==> src/rtl/psum_requant_drain.sv <==
// Drains 32-bit psums from output memory, applies ReLU / rounding shift / int8
// saturation, and packs four results per word onto a valid/ready stream.
module psum_requant_drain #(
  parameter int ADDR_WIDTH = 32,
  parameter int DATA_WIDTH = 32,
  parameter int BIT_WIDTH  = 8,
  parameter int MEM_DELAY  = 1,
  parameter int FIFO_DEPTH = 4
) (
  input  logic                  clk,
  input  logic                  rst,
  input  logic                  i_start,
  input  logic [ADDR_WIDTH-1:0] i_base_addr,
  input  logic [15:0]           i_num_psum,
  input  logic [4:0]            i_shift,
  input  logic                  i_relu_en,
  output logic [ADDR_WIDTH-1:0] mem_radd,
  output logic                  mem_rden,
  input  logic [DATA_WIDTH-1:0] mem_odat,
  input  logic                  mem_ovld,
  output logic [DATA_WIDTH-1:0] o_tdata,
  output logic                  o_tvalid,
  input  logic                  i_tready,
  output logic                  o_tlast,
  output logic                  o_busy,
  output logic                  o_done
);

  localparam int PACK   = DATA_WIDTH / BIT_WIDTH;
  localparam int LANE_W = (PACK > 1) ? $clog2(PACK) : 1;
  localparam int PTR_W  = $clog2(FIFO_DEPTH);
  localparam int CNT_W  = PTR_W + 1;
  localparam logic signed [DATA_WIDTH:0] SAT_MAX = (DATA_WIDTH+1)'(2**(BIT_WIDTH-1) - 1);
  localparam logic signed [DATA_WIDTH:0] SAT_MIN = ~SAT_MAX;

  generate
    if (MEM_DELAY < 1 || FIFO_DEPTH < 2 || (FIFO_DEPTH & (FIFO_DEPTH - 1)) != 0) begin : g_param_check
      $error("psum_requant_drain: MEM_DELAY must be >= 1 and FIFO_DEPTH a power of 2 >= 2");
    end
  endgenerate

  typedef enum logic [1:0] {IDLE, READ, DRAIN, DONE} state_t;

  state_t                  state_q, state_d;
  logic [ADDR_WIDTH-1:0]   base_q;
  logic [15:0]             num_q;
  logic [4:0]              shift_q;
  logic                    relu_q;
  logic [15:0]             issued_q;
  logic [15:0]             rcvd_q;
  logic [CNT_W-1:0]        outstanding_q;
  logic [LANE_W-1:0]       lane_q;
  logic [DATA_WIDTH-1:0]   pack_q;

  logic [DATA_WIDTH-1:0]   fifo_data [FIFO_DEPTH];
  logic [FIFO_DEPTH-1:0]   fifo_last;
  logic [PTR_W-1:0]        wr_ptr, rd_ptr;
  logic [CNT_W-1:0]        fifo_count;

  logic [CNT_W:0]          used;
  logic                    credit_ok;
  logic                    ovld_acc;
  logic                    pop;
  logic                    push;
  logic                    last_psum;
  logic                    lane_full;

  logic signed [DATA_WIDTH-1:0] x;
  logic signed [DATA_WIDTH:0]   r_relu, rnd, r_sum, r_shr;
  logic [BIT_WIDTH-1:0]         q;
  logic [DATA_WIDTH-1:0]        word_next;

  // Credit counts FIFO entries plus psums in flight, so every returning psum has room.
  assign used      = {1'b0, fifo_count} + {1'b0, outstanding_q};
  assign credit_ok = used < (CNT_W+1)'(FIFO_DEPTH);
  assign mem_rden  = (state_q == READ) && credit_ok;
  assign mem_radd  = base_q + ADDR_WIDTH'(issued_q);
  assign ovld_acc  = mem_ovld && (state_q == READ || state_q == DRAIN) && (outstanding_q != '0);
  assign o_tvalid  = (fifo_count != '0);
  assign o_tdata   = fifo_data[rd_ptr];
  assign o_tlast   = o_tvalid && fifo_last[rd_ptr];
  assign pop       = o_tvalid && i_tready;
  assign last_psum = (rcvd_q + 16'd1 == num_q);
  assign lane_full = (lane_q == LANE_W'(PACK - 1));
  assign push      = ovld_acc && (lane_full || last_psum);
  assign o_busy    = (state_q == READ) || (state_q == DRAIN);
  assign o_done    = (state_q == DONE);
  assign x         = $signed(mem_odat);

  // 33-bit datapath: adding the half-LSB to 0x7FFFFFFF cannot overflow.
  always_comb begin
    r_relu = (relu_q && x[DATA_WIDTH-1]) ? '0 : {x[DATA_WIDTH-1], x};
    rnd = '0;
    if (shift_q != 5'd0) rnd[shift_q - 5'd1] = 1'b1;
    r_sum = r_relu + rnd;
    r_shr = r_sum >>> shift_q;
    if (r_shr > SAT_MAX)      q = SAT_MAX[BIT_WIDTH-1:0];
    else if (r_shr < SAT_MIN) q = SAT_MIN[BIT_WIDTH-1:0];
    else                      q = r_shr[BIT_WIDTH-1:0];
    word_next = pack_q;
    word_next[int'(lane_q)*BIT_WIDTH +: BIT_WIDTH] = q;
  end

  always_comb begin
    state_d = state_q;
    unique case (state_q)
      IDLE: if (i_start) state_d = (i_num_psum == 16'd0) ? DONE : READ;
      READ: if (mem_rden && (issued_q + 16'd1 == num_q)) state_d = DRAIN;
      DRAIN: begin
        if (outstanding_q == '0 && rcvd_q == num_q &&
            (fifo_count == '0 || (fifo_count == CNT_W'(1) && pop)))
          state_d = DONE;
      end
      DONE: state_d = IDLE;
      default: state_d = IDLE;
    endcase
  end

  always_ff @(posedge clk) begin
    if (rst) begin
      state_q       <= IDLE;
      base_q        <= '0;
      num_q         <= '0;
      shift_q       <= '0;
      relu_q        <= 1'b0;
      issued_q      <= '0;
      rcvd_q        <= '0;
      outstanding_q <= '0;
      lane_q        <= '0;
      pack_q        <= '0;
    end else begin
      state_q <= state_d;
      if (state_q == IDLE && i_start) begin
        base_q   <= i_base_addr;
        num_q    <= i_num_psum;
        shift_q  <= i_shift;
        relu_q   <= i_relu_en;
        issued_q <= '0;
        rcvd_q   <= '0;
        lane_q   <= '0;
        pack_q   <= '0;
      end else begin
        issued_q <= issued_q + 16'(mem_rden);
        rcvd_q   <= rcvd_q + 16'(ovld_acc);
        if (ovld_acc) begin
          lane_q <= push ? '0 : lane_q + LANE_W'(1);
          pack_q <= push ? '0 : word_next;
        end
      end
      outstanding_q <= outstanding_q + CNT_W'(mem_rden) - CNT_W'(ovld_acc);
    end
  end

  always_ff @(posedge clk) begin
    if (rst) begin
      for (int i = 0; i < FIFO_DEPTH; i++) fifo_data[i] <= '0;
      fifo_last  <= '0;
      wr_ptr     <= '0;
      rd_ptr     <= '0;
      fifo_count <= '0;
    end else begin
      if (push) begin
        fifo_data[wr_ptr] <= word_next;
        fifo_last[wr_ptr] <= last_psum;
        wr_ptr            <= wr_ptr + PTR_W'(1);
      end
      if (pop) rd_ptr <= rd_ptr + PTR_W'(1);
      fifo_count <= fifo_count + CNT_W'(push) - CNT_W'(pop);
    end
  end

endmodule
==> config.mk <==
export PLATFORM = sky130hd
export DESIGN_NAME = psum_requant_drain
export DESIGN_NICKNAME = d
export VERILOG_FILES = /design/src/rtl/psum_requant_drain.sv
export SDC_FILE = /design/constraint.sdc
export NUM_CORES = 1
export LEC_CHECK = 0
export BUFFER_PORTS_ARGS = -buffer_cell sky130_fd_sc_hd__buf_4
export CAP_MARGIN = 20
export CORE_MARGIN = 2
export CORE_UTILIZATION = 45
export CTS_BUF_LIST = sky130_fd_sc_hd__clkbuf_8 sky130_fd_sc_hd__clkbuf_16
export CTS_CLUSTER_SIZE = 16
export DETAILED_ROUTE_END_ITERATION = 7
export GPL_ROUTABILITY_DRIVEN = 0
export SYNTH_ARGS = -nofsm -noshare
export SYNTH_HDL_FRONTEND = slang
export SYNTH_SLANG_ARGS = --single-unit
==> constraint.sdc <==
create_clock -name clk -period 15.55 [get_ports clk]
set_input_delay 1.555 -clock clk [delete_from_list [all_inputs] [get_ports clk]]
set_output_delay 1.555 -clock clk [all_outputs]
set_load 0.05 [all_outputs]
-- After elaboration in Yosys (flattened, before gate mapping)
Memory sizes are Yosys's and may differ from the RTL's. A register that Yosys moved wholly into a read port is not among the register bits.
Index checks and enable logic that the tools add are counted.
- bits in registers: 136
- bits in writable memories: 128
- bits of input ports: 91
- output and inout bits: 69
- word-level logic and storage cells: 109
- memories: 1
- $add $sub $neg: 16
- $lt $le $gt $ge: 8
- equality and inequality tests: 11
- shifts and indexed selects: 3
- mux-type cells: 29
- reductions and logical operators: 27
- memories (name ; depth ; bits a word ; read ports ; clocked after memory_dff ; wr ports ; RTL line ; source):
    fifo_data ; 4 ; 32 ; 1 ; 1 ; 4 ; 55 ; logic [DATA_WIDTH-1:0] fifo_data [FIFO_DEPTH];
- operator list (operator ; number):
    $mux 32 ; 3
    $eq 16x16->1 ; 3
    $add 33x33->33 ; 1
    $gt 33x8->1 const B ; 1
    $lt 33x8->1 const B ; 1
    $mux 33 ; 1
    $neg 5->33 ; 1
    $shift 8x33->32 const A ; 1
    $shiftx 8x33->32 ; 1
    $sshr 33x5->33 ; 1
    $add 16x1->16 ; 2
    $add 16x1->16 const B ; 2
    $add 32x16->32 ; 1
    $bwmux 32 ; 1
    $reduce_or 32->1 ; 1
    $logic_not 16->1 ; 1
    $mux 2 ; 8
    $mux 8 ; 2
    $logic_and 1x1->1 ; 14
    $mux 1 ; 9
    $pmux 2 s4 ; 1
    $lt 5x7->1 const B ; 1
    $add 2x1->2 const B ; 3
    $add 3x1->3 ; 2
    other kinds (23) ; 32

-- Logic depth before layout (Yosys ltp)
Gate-level depths: netlist (run 1).
- depth after elaboration: 14
- depth in mapped cells: 24
- mapped depth without buffers: 21

-- Worst setup path after synthesis (run 1)
Ideal clock, no wire load.
- path type: input -> register
- start point: input port mem_odat[31]
- end point: memory fifo_data[0][26], data pin
- setup time: 0.265 ns
- data arrival time: 6.475 ns
- data required time: 15.285 ns
- path slack: 8.811 ns
- cell stages on the path: 20
- buffers on the path: 1
- path through: nand2_1 -> clkbuf_1 -> and2_1 -> ha_1 -> inv_1 -> fa_1 -> nand2b_1 -> a21o_1 -> a2111oi_4 -> o211ai_2 -> a31oi_4 -> nor3_1 -> or3_4 -> o311a_1 -> nor4b_2 -> or4b_4 -> o41ai_4 -> o221ai_4 -> a21oi_2 -> nor2_1
- RTL lines (element ; RTL line ; source):
    start: declaration ; 19 ; input logic [DATA_WIDTH-1:0] mem_odat,
    end: declaration ; 55 ;

==> results.cfg, run 1 <==
[run_status]
status = finished clean

[floorplan]
start_util_pct = 45.9
die_h_um = 209
dieArea_sq_um = 43500
ios = 160
die_x_um = 209
core_sq_um = 41100
rows = 74

[timing]
finalClockSkew_ns = 0.0122
tightestPinTransition_ns = 1.15
rsz0062_at_grt = false
slew_headroom_pct = 22.5
fmax_mhz = 117
finalCriticalPeriod_ns = 8.54
report.final.slew_viol_count = 0
setup_viol = 0
finalSetupTns_ns = 0
fin_crit_sh_pct = 54.9
whs_ns = 0.449
hold_viol_final = 0

[setup_path]
worstSetupEndpointType = flip-flop
r2r_start = shift_q[1]
slowest_delay_ns = 0.87
crit_start = shift_q[1]
crit_top_cell = nor2_1
crit_arrival_ns = 8.91
cp_cell_sequence = buf_4 > inv_1 > buf_4 > nor2_1 > nand2_1 > nor2_1 > ha_1 > nand4_1 > nor3_1 > o211ai_2 > and4_1 > nor2_1 > o221ai_1 > nor4b_1 > o22ai_1 > a2111oi_0 > nand2b_1 > nor4b_2 > o21ai_0 > a21oi_1
rrSetupSlack_ns = 7.01
crit_fanout = 38
critPathLaunchType = flip-flop
worstReg2RegEnd = fifo_data[0][3]
critical_path_required_ns = 15.92
rr_worst_depth = 20
endpoint = fifo_data[0][3]
worst-setup-path-type = flip-flop to flip-flop
slowest_stage = a2111oi_0

[worst_hold_path]
whs_path_depth = 2
min-delay-start = pack_q[25]
min_path_type = flip-flop to flip-flop

[yosys]
synth_async_sr_flop_share_pct = 0
syn_inst = 2201
synthesis.nets = 2370
synth-main-ff-cell = dfxtp_1
ys_ff_latch = 266
synth_edf_count = 128
synth_area_sq_um = 18800
syn_area_per_cell_sq_um = 8.56
synth_cell_types = 108
yosysSeqAreaShare_pct = 35.0
ys_warn_count = 0

[clock_tree]
cts.clk_slew.worst_paths_ns = 0.06
cts_tree = done
htreeDepth = 1
cts_made_buffers = 30
hold_buffers = 0
clk_latency_ns = 0.57
cts.repair.resized = 0
root_buffer = clkbuf_16
clock-sinks = 266
clk_path_buf_depth = 3
cts_setup_buffers = 0

[drt]
detail_route.wl_per_cell_um = 20.9
drt-pass1-iter-count = 7
routed_via_density = 6.12
drt-total-wl_um = 59400
ant_nets = 0
drtIter0Drc = 1884
route.vias.total = 17400
drc_errors = 0

[final_layout]
diodes = 0
fin_area_sq_um = 21500
syn_to_final_growth_pct = 14.0
layout.nets = 2460
final_util_pct = 52.3
drive_above_1_share_pct = 15.8
fill_cells = 3981

[grt]
grt_max_degree = 63
grtUsageMet3_pct = 5.80
grt_overflow = 0
use_met2_pct = 44.1
grtUsageMet1_pct = 34.9
grt_use_total_pct = 26.7
grt_pass1_wl_um = 94000
antenna_found_initial = 0
grt_pass1_vias = 17000
busiest_layer = met2

[pwr]
power_uw = 2710
leakagePower_uw = 0.00835
powerDensity_nw_per_um2 = 126
ir_worst_vdd_mv = 0.0832

[placed_design]
portBuffers = 159
place_area_sq_um = 20400
hpwl_um = 43100

[run]
max_cap_violations = 0
==> final cells by class <==
cell class              instances  area [sq um]  share of cell area, %
well taps                     532           666                   3.10
clock buffers                  37           858                   3.99
flip-flops and latches        266          6610                   30.7
repair buffers                180          1360                   6.32
multi-input cells            1756         11600                   53.8
clock inverters                19           224                   1.04
inverters                      57           214                  0.996
==> worst max-delay path, delay by kind of cell (launching register included) <==
| kind | cells | cell delay (ns) |
|---|---|---|
| AO/OA/AOI/OAI | 6 | 2.23 |
| adder cells (fa/ha/maj) | 1 | 0.44 |
| buffers and inverters | 3 | 0.77 |
| flip-flops | 1 | 0.31 |
| AND/OR/NAND/NOR | 10 | 4.57 |
==> layer usage <==
layer | part of all wire [%] | up-vias
li1 | - | 8273
met1 | 42 | 8221
met2 | 46 | 780
met3 | 8.6 | 157
met4 | 3.4 | 0
met5 | 0 | -
==> through the flow <==
| step | setup slack, ns | std cells |
|---|---|---|
| detailed placement | 7.08 | 2790 |
| global route | 6.78 | 2847 |
| global placement | 7.22 | 2790 |
| floorplan | 8.81 | 2201 |
| finish | 7.01 | 2847 |
| CTS | 7.26 | 2846 |
==> synthesized netlist by cell type, types with 10 or more instances <==
library cell / number / area [sq um]
nor2_1: 288 / 1080
xor2_1: 58 / 508
nand3_1: 75 / 375
nor3_1: 51 / 255
a31oi_1: 21 / 131
xnor2_1: 56 / 490
a21o_1: 20 / 150
nor4_1: 19 / 119
nor2b_1: 14 / 87.6
o31ai_1: 10 / 75.1
o22ai_1: 16 / 100
nand2b_1: 17 / 106
a21oi_1: 166 / 831
o21ai_0: 65 / 325
or3_1: 17 / 106
buf_1: 17 / 63.8
edfxtp_1: 128 / 3840
a22oi_1: 11 / 82.6
mux4_2: 42 / 946
buf_2: 12 / 60.1
o21a_1: 10 / 75.1
nand2_1: 283 / 1060
o21ai_1: 29 / 145
clkbuf_1: 89 / 334
and2_1: 64 / 400
nand4_1: 32 / 200
a211oi_1: 23 / 173
dfxtp_1: 138 / 2760
o211ai_1: 26 / 195
inv_1: 48 / 180
ha_1: 74 / 926
mux2i_1: 16 / 160
and3_1: 36 / 225
==> flip-flops by register name, summed over array words and instances (netlist names), named ones only <==
register / count
fifo_data: 128
rcvd_q: 16
outstanding_q: 3
shift_q: 5
relu_q: 1
state_q: 2
lane_q: 2
fifo_count: 3
pack_q: 32
fifo_last: 4
base_q: 32
issued_q: 16
rd_ptr: 2
wr_ptr: 2
num_q: 16
==> worst min path at each step <==
| stage | to | slack (ns) |
|---|---|---|
| final | pack_q[25] | 0.45 |
| after detailed placement | pack_q[11] | 0.44 |
| after floorplan | pack_q[25] | 0.42 |
| after CTS | pack_q[25] | 0.45 |
| after global placement | pack_q[11] | 0.43 |
| after global routing | pack_q[25] | 0.47 |
==> power breakdown <==
group	switching (uW)	internal (uW)	total, uW
registers	40.5	783	824
logic	747	385	1130
clock network	297	459	756
total	1080	1630	2710
==> cell usage in the layout, fill, tap and decap left out, types with 20 or more instances in the layout <==
master       n
nor2_1     288
a21oi_1    166
and3_1      36
dfxtp_1    137
nand4_1     32
inv_1       49
o21ai_1     29
clkbuf_16   31
o21ai_0     65
nor3_1      51
a211oi_1    23
o211ai_1    26
edfxtp_1   128
buf_4      179
mux4_2      42
ha_1        74
a21o_1      20
nand3_1     72
xnor2_1     56
nand2_1    282
xor2_1      58
a31oi_1     21
and2_1      63
==> logic make-up (layout without fill, tap and decap cells) <==
family	after synthesis	in the layout	share of synthesized area [%]
multiplexers	62	62	6.11
AO/OA/AOI/OAI	552	552	20.7
XOR/XNOR	114	114	5.30
AND/OR/NAND/NOR	949	949	23.8
flip-flops	266	266	35.0
adder cells (fa/ha/maj)	78	78	5.34
buffers and inverters	179	293	3.76
other	1	1	0.0199
(Power assumes the default switching activity.)
==> run 2, diff against run 1 <==
PLACE_DENSITY = 0.65   (was not set)
clock period = 7.7 ns   (was 15.55 ns; I/O delays follow)
==> run 2 against run 1 <==
  * Critical path type unchanged
  * Register-to-register slack lost 6.8 ns
  * Combinational power rose by 100%
  * Sequential share of layout area hardly changed
  * Wire length decreased by 0.36%
  * Cell area hardly changed
  * Total power increased by 98%
  * Worst setup slack got worse by 6.8 ns
  * First-iteration DRC count up 5.4%
  * Non-clock buffer count grew 14
  * Core utilization barely moved
==> results.cfg, run 2 (same netlist as run 1, synthesis figures left out) <==
[grt]
grt_max_degree = 80
antenna_found_initial = 0
grt_pass1_wl_um = 92800
grt_use_total_pct = 26.4
grt_overflow = 0
grt_pass1_vias = 16800

[clock_tree]
cts.repair.resized = 0
hold_buffers = 0
cts_setup_buffers = 0
clk_latency_ns = 0.57
cts_tree = done
clk_path_buf_depth = 3
cts.clk_slew.worst_paths_ns = 0.06
cts_made_buffers = 29
clock-sinks = 266
htreeDepth = 1
root_buffer = clkbuf_16

[final_layout]
largest_reg_flops = 128
final_cell_mix = nor2_1, nand2_1, buf_4
diodes = 0
layout.nets = 2473
fill_cells = 3890
fin_area_sq_um = 21500
final_util_pct = 52.3
top_register = fifo_data
largestRegisters = fifo_data (128), base_q (32), pack_q (32)
syn_to_final_growth_pct = 14.0
drive_above_1_share_pct = 15.7
layout_commonest_cell = nor2_1

[timing]
fmax_mhz = 134
hold_viol_final = 0
tightestPinTransition_ns = 1.06
finalClockSkew_ns = 0.0197
finalCriticalPeriod_ns = 7.46
fin_crit_sh_pct = 96.9
rsz0062_at_grt = false
setup_viol = 0
slew_headroom_pct = 29.6
finalSetupTns_ns = 0
report.final.slew_viol_count = 0

[run]
max_cap_violations = 0

[setup_path]
critPathLaunchType = flip-flop
worstReg2RegEnd = fifo_data[0][11]
cp_cell_sequence = nor2_1 > nand2_1 > nor2_1 > ha_1 > and4_1 > and2_1 > nand3_1 > a21o_1 > a211oi_1 > o32ai_1 > nor4b_1 > o22ai_1 > a2111oi_0 > buf_4 > nand2b_1 > nor4b_2 > buf_4 > nor2_1 > o32ai_1
critPathBufInv = 2
rr_worst_depth = 19
worst-setup-path-type = flip-flop to flip-flop
crit_top_cell = nor2_1
rrSetupSlack_ns = 0.24
worstSetupEndpointType = flip-flop
slowest_stage = a211oi_1
r2r_start = shift_q[1]
critical_path_required_ns = 8.06
cp_top_family = simple AND/OR/NAND/NOR gates
crit_arrival_ns = 7.82
crit_fanout = 16
slowest_delay_ns = 0.83

[drt]
detail_route.wl_per_cell_um = 20.7
drtIter0Drc = 1985
drt-pass1-iter-count = 7
route.vias.total = 17600
ant_nets = 0
drt-total-wl_um = 59200
routed_via_density = 6.15
drc_errors = 0

[placed_design]
portBuffers = 159
hpwl_um = 42600
place_area_sq_um = 20500

[pwr]
powerDensity_nw_per_um2 = 250
ir_worst_vdd_mv = 0.189
leakagePower_uw = 0.00840
power_uw = 5360

[floorplan]
start_util_pct = 45.9
core_sq_um = 41100
rows = 74
die_h_um = 209
die_x_um = 209
dieArea_sq_um = 43500
ios = 160

[run_status]
status = finished clean

[worst_hold_path]
hold_path_end = fifo_last[3]
min_path_type = flip-flop to flip-flop
whs_path_depth = 2
min-delay-start = fifo_last[3]
==> run 2: cell count changes in the layout (fill, tap and decap cells not counted), moves of 2 or more <==
| cell | delta |
|---|---|
| clkbuf_16 | -2 |
| clkinv_2 | -3 |
| clkinv_4 | -2 |
| inv_1 | +7 |
| buf_4 | +14 |
| clkinvlp_4 | -2 |
==> run 2: power by group <==
group | switching, uW | internal, uW
Sequential | 86.3 | 1580
Combinational | 1490 | 788
Clock | 572 | 843
Total | 2150 | 3210
==> run 2: worst max-delay path by stage <==
| stage | start | endpoint | slack [ns] | depth (start not counted) |
|---|---|---|---|---|
| final | shift_q[1] | fifo_data[0][11] | 0.24 | 19 |
| after global routing | shift_q[1] | fifo_data[0][11] | 0.01 | 19 |
| after CTS | shift_q[1] | fifo_data[0][11] | 0.56 | 19 |
| after detailed placement | mem_odat[31] | fifo_data[0][11] | 0.21 | 19 |
| after global placement | mem_odat[31] | fifo_data[0][11] | 0.41 | 19 |
| after floorplan | shift_q[2] | fifo_data[0][26] | 1.26 | 23 |
==> run 2: layout make-up <==
class                      instances  area [sq um]  area share (%)
clock buffer                      35           808            3.76
clock inverter                    18           171           0.798
inverter                          57           214           0.996
sequential                       266          6610            30.8
multi-input combinational       1756         11600            53.8
timing repair buffer             194          1460            6.80
tap                              532           666            3.10
==> run 2: stage by stage <==
| stage | hold slack [ns] | worst slack, ns | instances |
|---|---|---|---|
| floorplan | 0.424 | 1.26 | 2201 |
| global placement | 0.438 | 0.414 | 2804 |
| detailed placement | 0.442 | 0.206 | 2804 |
| CTS | 0.429 | 0.561 | 2857 |
| global route | 0.444 | 0.0146 | 2858 |
| finish | 0.454 | 0.238 | 2858 |
==> run 2: worst min-delay path: stages, from the launching register on <==
cell and delay (ns):
dfxtp_1 0.30, nand2_1 0.05, a21oi_1 0.05
==> run 2: metal layers <==
| metal | global-route usage [%] | vias up | part of all wire, % |
|---|---|---|---|
| li1 | - | 8293 | - |
| met1 | 35.3 | 8319 | 42 |
| met2 | 43.5 | 801 | 46 |
| met3 | 4.97 | 172 | 8.4 |
| met4 | 8.30 | 0 | 3.6 |
| met5 | 0 | - | 0 |
